**config.mk**
```make
export PLATFORM = sky130hd
export DESIGN_NAME = hazard_ctrl_unit
export DESIGN_NICKNAME = d
export VERILOG_FILES = /design/src/rtl/hazard_ctrl_unit.sv
export SDC_FILE = /design/constraint.sdc
export NUM_CORES = 1
export LEC_CHECK = 0
export BUFFER_PORTS_ARGS = -buffer_cell sky130_fd_sc_hd__clkbuf_2
export CAP_MARGIN = 10
export CORE_ASPECT_RATIO = 1.25
export CORE_MARGIN = 2
export CORE_UTILIZATION = 53
export CTS_CLUSTER_SIZE = 14
export DETAILED_ROUTE_END_ITERATION = 10
export HOLD_SLACK_MARGIN = 0.08
export PLACE_DENSITY = 0.76
export SYNTH_ARGS = -nofsm -noshare
export SYNTH_HDL_FRONTEND = slang
export SYNTH_SLANG_ARGS = --single-unit
export TNS_END_PERCENT = 5
```
**constraint.sdc**
```tcl
create_clock -name clk -period 2.2 [get_ports clk]
set_clock_uncertainty 0.05 [all_clocks]
set_input_delay 0.44 -clock clk [delete_from_list [all_inputs] [get_ports clk]]
set_output_delay 0.44 -clock clk [all_outputs]
set_load 0.01 [all_outputs]
```
**src/rtl/hazard_ctrl_unit.sv**
```systemverilog
// Pipeline hazard controller: load-use stalls, mispredict flush sequencing,
// external memory freeze and a post-reset boot window, plus a stall counter.
module hazard_ctrl_unit #(
  parameter int unsigned REG_W     = 5,
  parameter int unsigned NUM_SRC   = 2,
  parameter int unsigned LOAD_LAT  = 1,
  parameter int unsigned FLUSH_CYC = 1,
  parameter int unsigned BOOT_CYC  = 2,
  parameter int unsigned CNT_W     = 16
) (
  input  logic                     clk,
  input  logic                     rst,
  input  logic                     id_ex_mem_read,
  input  logic [REG_W-1:0]         id_ex_rd,
  input  logic [NUM_SRC*REG_W-1:0] if_id_rs,
  input  logic [NUM_SRC-1:0]       if_id_rs_used,
  input  logic                     mispredict,
  input  logic                     ext_stall,
  output logic                     stall_pc,
  output logic                     stall_if_id,
  output logic                     bubble_id_ex,
  output logic                     flush_if_id,
  output logic                     flush_id_ex,
  output logic                     pred_hold,
  output logic [2:0]               state_o,
  output logic [CNT_W-1:0]         stall_count
);

  typedef enum logic [2:0] {
    ST_BOOT   = 3'd0,
    ST_RUN    = 3'd1,
    ST_LSTALL = 3'd2,
    ST_FLUSH  = 3'd3,
    ST_FREEZE = 3'd4
  } state_e;

  // A zero-length boot window means the first cycle out of reset is already RUN.
  localparam state_e     RST_ST    = (BOOT_CYC == 0) ? ST_RUN : ST_BOOT;
  localparam logic [2:0] BOOT_INIT = 3'(BOOT_CYC);
  localparam logic [2:0] LAT_M1    = 3'(LOAD_LAT - 1);
  localparam logic [1:0] FL_M1     = 2'(FLUSH_CYC - 1);
  localparam logic [1:0] FL_FULL   = 2'(FLUSH_CYC);

  state_e           state_q, state_d;
  state_e           ret_q, ret_d;
  logic [2:0]       boot_q, boot_d;
  logic [2:0]       lcnt_q, lcnt_d;
  logic [1:0]       fcnt_q, fcnt_d;
  logic             pend_q, pend_d;
  logic [CNT_W-1:0] cnt_q;
  logic [1:0]       flush_rem;
  logic             src_hit;
  logic             hazard;

  always_comb begin
    src_hit = 1'b0;
    for (int unsigned i = 0; i < NUM_SRC; i++) begin
      if (if_id_rs_used[i] && (if_id_rs[i*REG_W +: REG_W] == id_ex_rd)) src_hit = 1'b1;
    end
  end

  assign hazard = id_ex_mem_read && (id_ex_rd != '0) && src_hit;

  always_ff @(posedge clk or posedge rst) begin
    if (rst) begin
      state_q <= RST_ST;
      ret_q   <= ST_RUN;
      boot_q  <= BOOT_INIT;
      lcnt_q  <= '0;
      fcnt_q  <= '0;
      pend_q  <= 1'b0;
      cnt_q   <= '0;
    end else begin
      state_q <= state_d;
      ret_q   <= ret_d;
      boot_q  <= boot_d;
      lcnt_q  <= lcnt_d;
      fcnt_q  <= fcnt_d;
      pend_q  <= pend_d;
      if (stall_pc && (cnt_q != '1)) cnt_q <= cnt_q + CNT_W'(1);
    end
  end

  always_comb begin
    state_d      = state_q;
    ret_d        = ret_q;
    boot_d       = boot_q;
    lcnt_d       = lcnt_q;
    fcnt_d       = fcnt_q;
    pend_d       = pend_q;
    flush_rem    = '0;
    stall_pc     = 1'b0;
    stall_if_id  = 1'b0;
    bubble_id_ex = 1'b0;
    flush_if_id  = 1'b0;
    flush_id_ex  = 1'b0;
    pred_hold    = 1'b0;
    unique case (state_q)
      ST_BOOT: begin
        if (boot_q > 3'd1) begin
          boot_d = boot_q - 3'd1;
        end else begin
          boot_d  = '0;
          state_d = ST_RUN;
        end
      end
      ST_RUN, ST_LSTALL: begin
        if (ext_stall) begin
          stall_pc    = 1'b1;
          stall_if_id = 1'b1;
          pend_d      = mispredict;
          ret_d       = state_q;
          state_d     = ST_FREEZE;
        end else if (mispredict) begin
          flush_if_id = 1'b1;
          flush_id_ex = 1'b1;
          if (FLUSH_CYC > 1) begin
            fcnt_d  = FL_M1;
            state_d = ST_FLUSH;
          end else begin
            state_d = ST_RUN;
          end
        end else if (state_q == ST_LSTALL) begin
          stall_pc     = 1'b1;
          stall_if_id  = 1'b1;
          bubble_id_ex = 1'b1;
          pred_hold    = 1'b1;
          if (lcnt_q > 3'd1) lcnt_d = lcnt_q - 3'd1;
          else               state_d = ST_RUN;
        end else if (hazard) begin
          stall_pc     = 1'b1;
          stall_if_id  = 1'b1;
          bubble_id_ex = 1'b1;
          pred_hold    = 1'b1;
          if (LOAD_LAT > 1) begin
            lcnt_d  = LAT_M1;
            state_d = ST_LSTALL;
          end
        end
      end
      ST_FLUSH: begin
        flush_if_id = 1'b1;
        flush_id_ex = 1'b1;
        flush_rem   = mispredict ? FL_M1 : (fcnt_q - 2'd1);
        if (flush_rem == '0) state_d = ST_RUN;
        else                 fcnt_d  = flush_rem;
      end
      ST_FREEZE: begin
        // The release cycle drives nothing; the flush or the resumed stall starts next cycle.
        if (ext_stall) begin
          stall_pc    = 1'b1;
          stall_if_id = 1'b1;
          pend_d      = pend_q | mispredict;
        end else begin
          pend_d = 1'b0;
          if (pend_q || mispredict) begin
            fcnt_d  = FL_FULL;
            state_d = ST_FLUSH;
          end else begin
            state_d = ret_q;
          end
        end
      end
      default: state_d = RST_ST;
    endcase
  end

  assign state_o     = state_q;
  assign stall_count = cnt_q;

endmodule

```
# Yosys cells after proc, flatten, opt, wreduce, memory -nomap -nowiden
# Index checks and enable logic that the tools add are counted.
[classes]
n_addsub = 4
mul = 0
n_div = 0
magnitude_cmp = 2
n_eq_ne = 15
n_shift = 0
muxes = 31
n_bitwise = 3
n_reduce_logical = 17
[op_table]
columns = ["operator", "count"]
rows = [
  ["2-to-1 mux 3 bit", 9],
  ["adder 16 x 1 -> 16 bit (second input constant)", 1],
  ["inequality test 16 bit (second input constant)", 1],
  ["2-to-1 mux 1 bit", 13],
  ["inequality test 2 bit (second input constant)", 6],
  ["one-hot mux 3 bit (4 select lines)", 1],
  ["== test 5 bit", 2],
  ["AND reduction 5 bit", 2],
  ["2-to-1 mux 2 bit", 4],
  ["inequality test 4 bit (second input constant)", 2],
  ["== test 3 x 2 -> 1 bit (second input constant)", 2],
  ["greater-than comparator 3 x 1 -> 1 bit (second input constant)", 2],
  ["one-hot mux 1 bit (2 select lines)", 3],
  ["subtractor 3 x 1 -> 3 bit (second input constant)", 2],
  ["logical AND 1 bit", 5],
  ["nonzero test 5 bit", 1],
  ["one-hot mux 2 bit (2 select lines)", 1],
  ["AND reduction 2 bit", 2],
  ["AND reduction 4 bit", 1],
  ["nonzero test 2 bit", 2],
  ["== test 3 x 1 -> 1 bit (second input constant)", 1],
  ["== test 3 bit (second input constant)", 1],
  ["logical NOT 3 bit", 1],
  ["logical NOT 2 bit", 1],
  ["other kinds (5)", 6],
]
[totals]
register_bits = 31
latch_bits = 0
ramBits = 0
romBits = 0
output_inout_bits = 25
elab_cells = 79
n_memories = 0

# Depth between registers and ports, before layout
# Gate-level depths: netlist of the first run.
[depth]
ltp_word = 11
ltp_mapped = 9

# Worst setup path before layout of the first run
# OpenSTA, ideal clock, no wires.
[synth_path]
path_kind = "in2out"
start = "input id_ex_rd[2]"
end = "output pred_hold"
t_arrival_ns = 1.845
t_required_ns = 1.710
slack_ns = -0.135
path_stages = 6
n_path_buf = 1
cell_sequence = "xnor2_1 -> nand4_1 -> o22ai_1 -> or4b_1 -> a21boi_0 -> buf_4"
[synth_between]
elab_chain_len = 10
elab_cells_between_ends = 14
classes_between = "eq/ne: 2; mux: 7; reduce/logical: 5"
[synth_lines]
columns = ["item", "line", "text"]
rows = [
  ["start, declared", "14", "input logic [REG_W-1:0] id_ex_rd,"],
  ["== test 5 bit", "58", "if (if_id_rs_used[i] && (if_id_rs[i*REG_W +: REG_W] == id_ex_rd)) src_hit = 1'b1;"],
  ["logical AND 1 bit", "58", ""],
  ["2-to-1 mux 1 bit (2 in series)", "58", ""],
  ["logical AND 1 bit *", "62", "assign hazard = id_ex_mem_read && (id_ex_rd != '0) && src_hit;"],
  ["2-to-1 mux 1 bit * (5 in series)", "--", ""],
  ["end, declared", "24", "output logic pred_hold,"],
]
# Every way passes the cells marked *; elsewhere a longest branch is shown, timed or not.

# Worst setup path in the final report of the first run
[layout_path]
start = "input id_ex_rd[2]"
end = "output bubble_id_ex"
[layout_between]
elab_chain_len = 10
elab_cells_between_ends = 14
classes_between = "eq/ne: 2; mux: 7; reduce/logical: 5"
[layout_lines]
columns = ["item", "line", "text"]
rows = [
  ["== test 5 bit", "58", ""],
  ["logical AND 1 bit", "58", ""],
  ["2-to-1 mux 1 bit (2 in series)", "58", ""],
  ["logical AND 1 bit *", "62", ""],
  ["2-to-1 mux 1 bit *", "130", "end else if (hazard) begin"],
  ["2-to-1 mux 1 bit *", "123", "end else if (state_q == ST_LSTALL) begin"],
  ["2-to-1 mux 1 bit *", "114", "end else if (mispredict) begin"],
  ["2-to-1 mux 1 bit *", "108", "if (ext_stall) begin"],
  ["2-to-1 mux 1 bit *", "98", "unique case (state_q)"],
  ["end, declared", "21", "output logic bubble_id_ex,"],
]
# Marks and branches as above.

==> results of run 1 <==
==> area by class of cell <==
cell class | instances | area [sq um] | area share, %
multi-input cells | 137 | 1060 | 42.2
well taps | 39 | 48.8 | 1.94
clock inverters | 2 | 35.0 | 1.39
repair buffers | 69 | 477 | 18.9
clock buffers | 6 | 82.6 | 3.28
flip-flops and latches | 31 | 781 | 31.0
inverters | 8 | 30.0 | 1.19
==> flip-flops by register name, summed over array words and instances, names as in the netlist <==
name / cells
boot_q: 3
lcnt_q: 3
fcnt_q: 2
ret_q: 3
state_o: 3
pend_q: 1
stall_count: 16
==> stage by stage <==
step | TNS (ns) | std cells | setup WS, ns
2_1_floorplan | 0 | 189 | 0.0404
3_3_place_gp | -0.475 | 281 | -0.107
3_5_place_dp | -0.934 | 281 | -0.163
4_1_cts | -0.177 | 291 | -0.0785
5_1_grt | -0.218 | 292 | -0.111
6_report | -0.140 | 292 | -0.0720
==> what timing repair did <==
action,CTS,global route
buffers inserted,2,1
resized for setup,14,11
pin swaps,12,5
endpoints found under the setup margin,8,19
==> cells in the mapped netlist, types with 2 or more instances <==
cell	instances
and3_1	6
nand2b_1	6
nand3b_1	2
clkbuf_1	3
o22ai_1	2
buf_4	4
nand2_1	12
dfstp_2	2
nor2_1	8
xnor2_1	25
xor2_1	2
inv_1	6
o21ai_1	3
a21o_1	2
nor4_1	2
nor3_1	6
ha_1	5
buf_2	4
a21oi_1	3
nand3_1	3
and4_1	2
inv_2	2
nand4_1	7
dfrtp_1	29
nand3_2	6
o21ai_0	10
a31oi_1	2
==> layer usage <==
| layer | GRT usage (%) | wire, microns | vias to the layer above |
|---|---|---|---|
| li1 | - | - | 791 |
| met1 | 22.8 | 1600 | 781 |
| met2 | 39.2 | 2250 | 76 |
| met3 | 5.19 | 267 | 15 |
| met4 | 10.6 | 130 | 0 |
| met5 | 0 | 0 | - |
==> how the worst min path moves through the flow <==
stage / start / end / slack [ns] / cells past startpoint
6_report: rst / stall_count[0] / 0.16 / 3
5_1_grt: rst / stall_count[8] / 0.18 / 3
4_1_cts: rst / stall_count[7] / 0.16 / 3
3_5_place_dp: lcnt_q[2] / lcnt_q[2] / 0.41 / 1
3_3_place_gp: lcnt_q[1] / lcnt_q[1] / 0.41 / 2
2_1_floorplan: lcnt_q[2] / lcnt_q[2] / 0.39 / 1
==> cells in the final DEF, fill, tap and decap left out, drive strengths merged, types with 2 or more instances in the layout <==
cell type,n
xor2,2
and3,7
buf,27
nand3b,2
inv,8
a21o,2
nand4,8
o21ai,14
a31oi,2
a21boi,3
ha,5
dfstp,2
clkbuf,48
nand2,12
nor4,2
nor2,8
a21oi,3
and4,2
xnor2,26
nand3,9
dfrtp,29
nand2b,6
nor3,6
o22ai,2
==> power groups by stage <==
stage          Clock [mW]  Sequential [mW]  Combinational (mW)
2_1_floorplan           0            0.830               0.601
3_3_place_gp            0            0.799               0.924
3_5_place_dp            0            0.802               0.946
4_1_cts             0.593            0.793               0.982
5_1_grt             0.611            0.811                1.16
6_report            0.581            0.795                1.06
==> cells by family (layout without fill, tap and decap cells) <==
logic type | Yosys count | in the layout
buffers and inverters | 21 | 85
adder cells (fa/ha/maj) | 5 | 5
flip-flops | 31 | 31
XOR/XNOR | 28 | 28
AO/OA/AOI/OAI | 35 | 35
multiplexers | 1 | 1
AND/OR/NAND/NOR | 68 | 68
==> worst max-delay path, stage by stage <==
cell and delay, ns:
clkbuf_8 0.13, xnor2_2 0.12, nand4_1 0.12, o22ai_2 0.16
or4b_4 0.48, a21boi_2 0.18, buf_2 0.16
==> run summary, run 1 <==
Design Area, Final: 2520 sq um
Worst-Margin Slew: 0.376 ns
Post-DR vias/cell: 5.70
Kind of critical path: in2out
Register-to-Register Path Depth: 7
Die W: 57.0 microns
Final setup margin: -0.0720 ns
Share of cells above drive strength 1: 42.7%
Root Driver: clkbuf_8
Core area: 3420 sq um
Status: finished, violations left
Pre-antenna DRT Iters: 4
Synth warn: 0
CTS tree: yes
Failing checks: setup timing
Switching Share: 36.2%
Initial Util: 54.4%
Global route overflow: 0
# H-tree levels: 2
Area delta synth->final: 35.1%
Critical Path Source: id_ex_rd[2]
Max Slew Vio Count: 0
Part of the power in combinational logic: 43.5%
Global-route wire length before repair: 6710 microns
Clk Latency, worst-skew pair: 0.29 ns
Hold Path Class: in2async
Largest family of logic cells by synthesized area: simple AND/OR/NAND/NOR gates
Worst R2R Start: state_o[1]
Post-synthesis adder-cell area fraction: 3.36%
Area post-placement: 2220 sq um
Largest net degree at the start of global routing: 32
Post-Route Utilization: 73.5%
Clock share of power: 23.8%
Critical Path RT: 1.71 ns
ANT nets after route: 0
Worst-path clk slew: 0.06 ns
Post-synthesis xor/xnor area fraction: 13.6%
HPWL reported at the end of detailed placement: 3050 microns
RSZ-0062 raised after global routing: yes
Proportion of synthesized area in mux cells: 0.604%
Hold_ws: 0.157 ns
Initial antenna violation count: 0
P per Cell Area: 968 nW/um^2
Psw: 0.883 mW
Mean Syn Cell Area: 9.86 sq um
R2R Setup Slk: 0.14 ns
# DRC: 0
Die area: 4010 sq um
Startpoint class of the critical path: primary input
Sequential cell fraction of total power: 32.6%
Slew HR: 74.6%
Post-synth EDFFs: 0
Drt wl/cell: 14.5 microns
First DRT Iteration DRCs: 76
Yosys top cell area share: 39.0%
Post-Synth Simple-Gate Area: 22.2%
Cts bufs inserted: 5
Area leader, netlist: dfrtp_1
Worst R2R End: stall_count[1]
CTS Hold Bufs: 0
Cell Int Power: 1.55 mW
Worst Path Arrival: 1.78 ns
Fillers: 240
Leak: 1.23 nW
Antenna cells: 0
Final Hold Fails: 0
Critical path endpoint: bubble_id_ex
Total Wirelength: 4240 microns
Min Tclk post-route: 2.27 ns
# rows: 24
Total Nets Final: 279
Io pins: 47
Synth top area cells: dfrtp_1 (39%), xnor2_1 (12%), ha_1 (3.4%)
Overall power: 2.43 mW
Clk buf depth: 2
Final worst-path cycle share: 103%
CP Capture Type: primary output
Final setup vio count: 2
Worst-path fanout max: 3
Via Count: 1663
Number of global-route vias before repair: 1589
Num Clock Sinks: 31
Worst vdd rail ir drop: 0.000724 V
Count of distinct cell types in the synthesized netlist: 52
Flops & latches, synth: 31
Mapped Nets: 216
GR Util All Layers: 21.7%
Post-synthesis compound-gate area fraction: 12.8%
Ys async rst share: 100%
Main synth FF type: dfrtp_1
Number of port buffers: 46
DIE HEIGHT: 70.3 microns
Synthesized area: 1860 sq um
Sequential cell area fraction in the yosys report: 41.8%
Placer Congestion: 0.854
Max-Cap Viols: 0
Max frequency: 440 MHz
Post-synthesis instance total: 189
Note: power is estimated with default switching activity, not from simulation.
==> run 2, diff against run 1 <==
- CORE_UTILIZATION: 53 -> 40
- HOLD_SLACK_MARGIN: 0.08 -> default
- PLACE_DENSITY: 0.76 -> 0.59
==> run 2 against run 1 <==
The run still ends with setup timing left; final area up 0.30%; routed wire length down 0.35%; hold slack better by 0.0018 ns; power down 5.2%; setup slack better by 0.052 ns; via count down 3.8%; global-route usage down 3.8 points; clock power down 22%; core utilization down 17 points; largest cell class unchanged; largest power group unchanged; highest routed layer unchanged.
==> run summary, run 2 (same netlist as run 1, synthesis figures left out) <==
Clk Latency, worst-skew pair: 0.28 ns
Slew HR: 72.8%
Overall power: 2.31 mW
# rows: 27
Kind of critical path: in2out
Worst-path fanout max: 2
Cell Int Power: 1.45 mW
Hold Path Class: in2async
Design Area, Final: 2520 sq um
Part of the power in combinational logic: 46.1%
Total Nets Final: 283
Worst R2R End: stall_count[1]
Max-Cap Viols: 0
Worst-path clk slew: 0.07 ns
Largest net degree at the start of global routing: 32
Global-route wire length before repair: 7250 microns
DP Worst Slack: -0.113 ns
Status: finished, violations left
CTS Hold Bufs: 0
# H-tree levels: 2
Non-filler cells, final: 314
Placed cell count: 302
Worst vdd rail ir drop: 0.000467 V
Pre-antenna DRT Iters: 4
Met2 wire len: 2250 microns
Post-DR vias/cell: 5.10
Initial Util: 41.8%
Num Clock Sinks: 31
Number of port buffers: 46
Cts bufs inserted: 5
RSZ-0062 raised after global routing: yes
Psw: 0.858 mW
Root Driver: clkbuf_8
Area delta synth->final: 35.5%
Drt wl/cell: 13.5 microns
M1 WL: 1790 microns
Initial antenna violation count: 0
Total Wirelength: 4230 microns
Failing checks: setup timing
Startpoint class of the critical path: primary input
CP Capture Type: primary output
Final Hold Fails: 0
Crit-path cells: clkbuf_2 > xnor2_2 > nand4_1 > o22ai_2 > or4b_4 > a21boi_2 > buf_2
Worst Path Arrival: 1.73 ns
Leak: 1.23 nW
Core area: 4460 sq um
Sequential cell fraction of total power: 34.3%
Placer Congestion: 0.747
# DRC: 0
R2R Setup Slk: 0.22 ns
Top routing layer used: met4
Worst-Margin Slew: 0.402 ns
P per Cell Area: 914 nW/um^2
Register-to-Register Path Depth: 7
First DRT Iteration DRCs: 75
Antenna cells: 0
Min Tclk post-route: 2.22 ns
Final worst-path cycle share: 101%
Clk buf depth: 2
GR Util All Layers: 17.9%
HPWL reported at the end of detailed placement: 3090 microns
Max frequency: 450 MHz
CTS tree: yes
Max Slew Vio Count: 0
Number of global-route vias before repair: 1596
Via Count: 1600
Final setup vio count: 2
Max stage delay on crit path: 0.47 ns
Clock share of power: 19.6%
Worst R2R Start: state_o[1]
Area post-placement: 2260 sq um
Critical Path RT: 1.71 ns
Most frequent cells in the layout: clkbuf_2 (39), dfrtp_1 (27), buf_4 (25), xnor2_1 (19), nand2_1 (12)
ANT nets after route: 0
Global route overflow: 0
Io pins: 47
Metal3 WL: 129 microns
Worst path buffer plus inverter count: 2
DIE HEIGHT: 80.3 microns
Die W: 65.0 microns
Largest register FFs: 16
Most common cell after layout, fill and taps aside: clkbuf_2
Final setup margin: -0.0201 ns
Share of cells above drive strength 1: 42.2%
Max stage delay cell, worst path: or4b_4
CP delay by family, top: simple AND/OR/NAND/NOR gates
Die area: 5220 sq um
Switching Share: 37.2%
-- run 2: metrics by stage --
step / TNS [ns] / utilization, % / hold WS, ns
final: -0.0397 / 56.6 / 0.159
after global routing: -0.168 / 56.6 / 0.210
after detailed placement: -0.427 / 50.6 / 0.419
after CTS: -0.0584 / 56.1 / 0.172
after global placement: -0.220 / 50.6 / 0.413
after floorplan: 0 / - / 0.392
-- run 2: how the worst max path moves through the flow --
stage / startpoint / endpoint / slack, ns / cells after the start
after floorplan: id_ex_rd[2] / pred_hold / 0.04 / 6
after global placement: id_ex_rd[4] / bubble_id_ex / -0.1 / 7
after detailed placement: id_ex_rd[3] / pred_hold / -0.11 / 7
after CTS: if_id_rs[4] / pred_hold / -0.03 / 7
after global routing: if_id_rs[3] / pred_hold / -0.08 / 7
final: if_id_rs[3] / pred_hold / -0.02 / 7
-- run 2: power by group through the flow --
stage / Sequential, mW / Clock, mW / Combinational, mW
after global routing: 0.810 / 0.503 / 1.18
after floorplan: 0.830 / 0 / 0.601
after global placement: 0.800 / 0 / 0.966
after detailed placement: 0.800 / 0 / 0.974
final: 0.791 / 0.453 / 1.06
after CTS: 0.791 / 0.471 / 1.02
-- run 2: layout make-up --
cell class / count / area, sq um
clock inverters: 1 / 5.00
multi-input cells: 137 / 1040
clock buffers: 6 / 82.6
repair buffers: 73 / 513
inverters: 8 / 30.0
well taps: 58 / 72.6
fillers: 420 / 1940
flip-flops and latches: 31 / 781
-- run 2: tightest hold or removal path, stage by stage --
cell and delay (ns):
clkbuf_2 0.08, inv_1 0.04, buf_4 0.35
-- run 2: layer usage --
layer  up-vias  global-route usage, %
met3         7                   3.50
met1       762                   21.6
met5         -                      0
li1        801                      -
met2        30                   31.2
met4         0                   6.67
-- run 2: repair_timing --
action	4_1_cts	5_1_grt
setup endpoints to repair	2	21
resized for setup	16	3
pin swaps	11	3
setup buffers	4	1
==> run 3, diff against run 2 <==
- CELL_PAD_IN_SITES_DETAIL_PLACEMENT: default -> 0
- CELL_PAD_IN_SITES_GLOBAL_PLACEMENT: default -> 1
- CORE_ASPECT_RATIO: 1.25 -> 0.8
- PLACE_DENSITY: 0.59 -> 0.75
==> run 3 against run 2 <==
The flow still finishes with violations (setup timing); non-clock buffer count up 4; routed wire length shrank 2.5%; power increased by 7.4%; count of clock-buffer cells in the layout unchanged; via count increased by 0.50%; maximum frequency is 1.9% lower; first-iteration DRC count increased by 39%; sequential cell count unchanged; largest cell class unchanged; largest power group unchanged.
==> run summary, run 3 (same netlist as run 1, synthesis figures left out) <==
Status: finished, violations left
Failing checks: setup timing
RSZ-0062 raised after global routing: yes
Final setup margin: -0.0627 ns
Antenna cells: 0
# DRC: 0
ANT nets after route: 0
Startpoint class of the critical path: primary input
Crit-path most repeated cell: clkbuf_2
# H-tree levels: 2
Global-route wire length before repair: 7020 microns
Overall power: 2.48 mW
Initial Util: 41.0%
Area delta synth->final: 37.0%
Worst-Margin Slew: 0.545 ns
Worst Path Arrival: 1.77 ns
Leak: 1.26 nW
Part of the power in combinational logic: 44.3%
Initial antenna violation count: 0
Io pins: 47
Clk buf depth: 2
Worst vdd rail ir drop: 0.000539 V
Fillers: 418
P per Cell Area: 970 nW/um^2
Cts bufs inserted: 5
Number of global-route vias before repair: 1502
Min Tclk post-route: 2.26 ns
Share of cells above drive strength 1: 43.7%
Crit-path cells: clkbuf_2 > or4_4 > o21ai_2 > nor4_1 > a21o_1 > buf_4 > clkbuf_2
Sequential cell fraction of total power: 32.2%
Switching Share: 35.8%
Total Nets Final: 287
Max-Cap Viols: 0
DIE HEIGHT: 65.0 microns
Placer Congestion: 0.842
Max frequency: 442 MHz
Post-Route Utilization: 56.2%
Final worst-path cycle share: 103%
Number of port buffers: 46
Psw: 0.886 mW
Largest net degree at the start of global routing: 32
Clock share of power: 23.4%
Most frequent cells in the layout: clkbuf_2 (40), buf_4 (31), dfrtp_1 (28), xnor2_1 (17), nand2_1 (12)
GR Util All Layers: 17.3%
# rows: 22
CTS tree: yes
HPWL reported at the end of detailed placement: 3050 microns
Via Count: 1608
Core area: 4540 sq um
Die area: 5220 sq um
Worst-path clk slew: 0.06 ns
Total Wirelength: 4120 microns
Global route overflow: 0
First DRT Iteration DRCs: 104
Num Clock Sinks: 31
Slew HR: 63.6%
Root Driver: clkbuf_8
Critical Path RT: 1.71 ns
Hold Path Class: in2async
Post-DR vias/cell: 5.01
Max Slew Vio Count: 0
Max stage delay cell, worst path: or4_4
Kind of critical path: in2out
Max stage delay on crit path: 0.52 ns
Final Hold Fails: 0
Largest register FFs: 16
Cell Int Power: 1.59 mW
Clk Latency, worst-skew pair: 0.28 ns
Pre-antenna DRT Iters: 4
CP Capture Type: primary output
Most common cell after layout, fill and taps aside: clkbuf_2
Placed cell count: 310
Non-filler cells, final: 321
Drt wl/cell: 12.8 microns
Worst-path fanout max: 3
Final setup vio count: 4
Die W: 80.3 microns
## run 3: worst max-delay path: cells and delay by family
kind                   cells  cell delay [ns]
and+or+nand+nor            2             0.59
buffers and inverters      3             0.39
AOI/OAI and AO/OA          2             0.35
## run 3: final timing paths
path                        startpoint               to  slack, ns  depth (start not counted)
setup / recovery           id_ex_rd[3]         stall_pc      -0.06                          7
hold reg to reg              lcnt_q[2]        lcnt_q[2]       0.42                          1
hold / removal                     rst  stall_count[12]       0.16                          3
setup reg to reg            state_o[0]   stall_count[1]       0.03                          7
min in group clk             lcnt_q[2]        lcnt_q[2]       0.42                          1
max in group asynchronous          rst         ret_q[0]       1.62                          3
## run 3: power by group through the flow
stage               Sequential [mW]  Clock, mW  Combinational, mW
finish                        0.798      0.580               1.10
global route                  0.812      0.622               1.21
CTS                           0.794      0.594               1.08
detailed placement            0.806          0               1.03
global placement              0.803          0               1.03
floorplan                     0.830          0              0.601
## run 3: final cells by class
cell class	count	area (sq um)	share of cell area, %
clock buffers	6	82.6	3.24
flip-flops and latches	31	779	30.5
inverters	8	30.0	1.18
multi-input cells	137	1060	41.4
clock inverters	2	35.0	1.37
well taps	60	75.1	2.94
repair buffers	77	494	19.4
## run 3: routing by layer
layer / wire length, microns / part of all wire (%) / GRT usage [%] / vias up
met2: 1840 / 45 / 25.3 / 30
li1: - / - / - / 803
met1: 2070 / 50 / 25.4 / 771
met4: 32 / 0.78 / 4.87 / 0
met3: 186 / 4.5 / 4.32 / 4
met5: 0 / 0 / 0 / -
## run 3: repair_timing
action                     CTS  global route
gates resized for setup      7            17
hold buffers                 0             0
setup endpoints to repair    4            21
setup buffers                2             1
gates cloned                 0             0
pin swaps                    9            15
## run 3: per-stage QoR
| stage | hold WS [ns] | worst slack (ns) | TNS [ns] | area (sq um) |
|---|---|---|---|---|
| 2_1_floorplan | 0.392 | 0.0404 | 0 | 1870 |
| 3_3_place_gp | 0.411 | -0.104 | -0.585 | 2310 |
| 3_5_place_dp | 0.414 | -0.121 | -0.869 | 2310 |
| 4_1_cts | 0.174 | -0.0639 | -0.222 | 2480 |
| 5_1_grt | 0.227 | -0.155 | -1.53 | 2550 |
| 6_report | 0.163 | -0.0627 | -0.220 | 2550 |
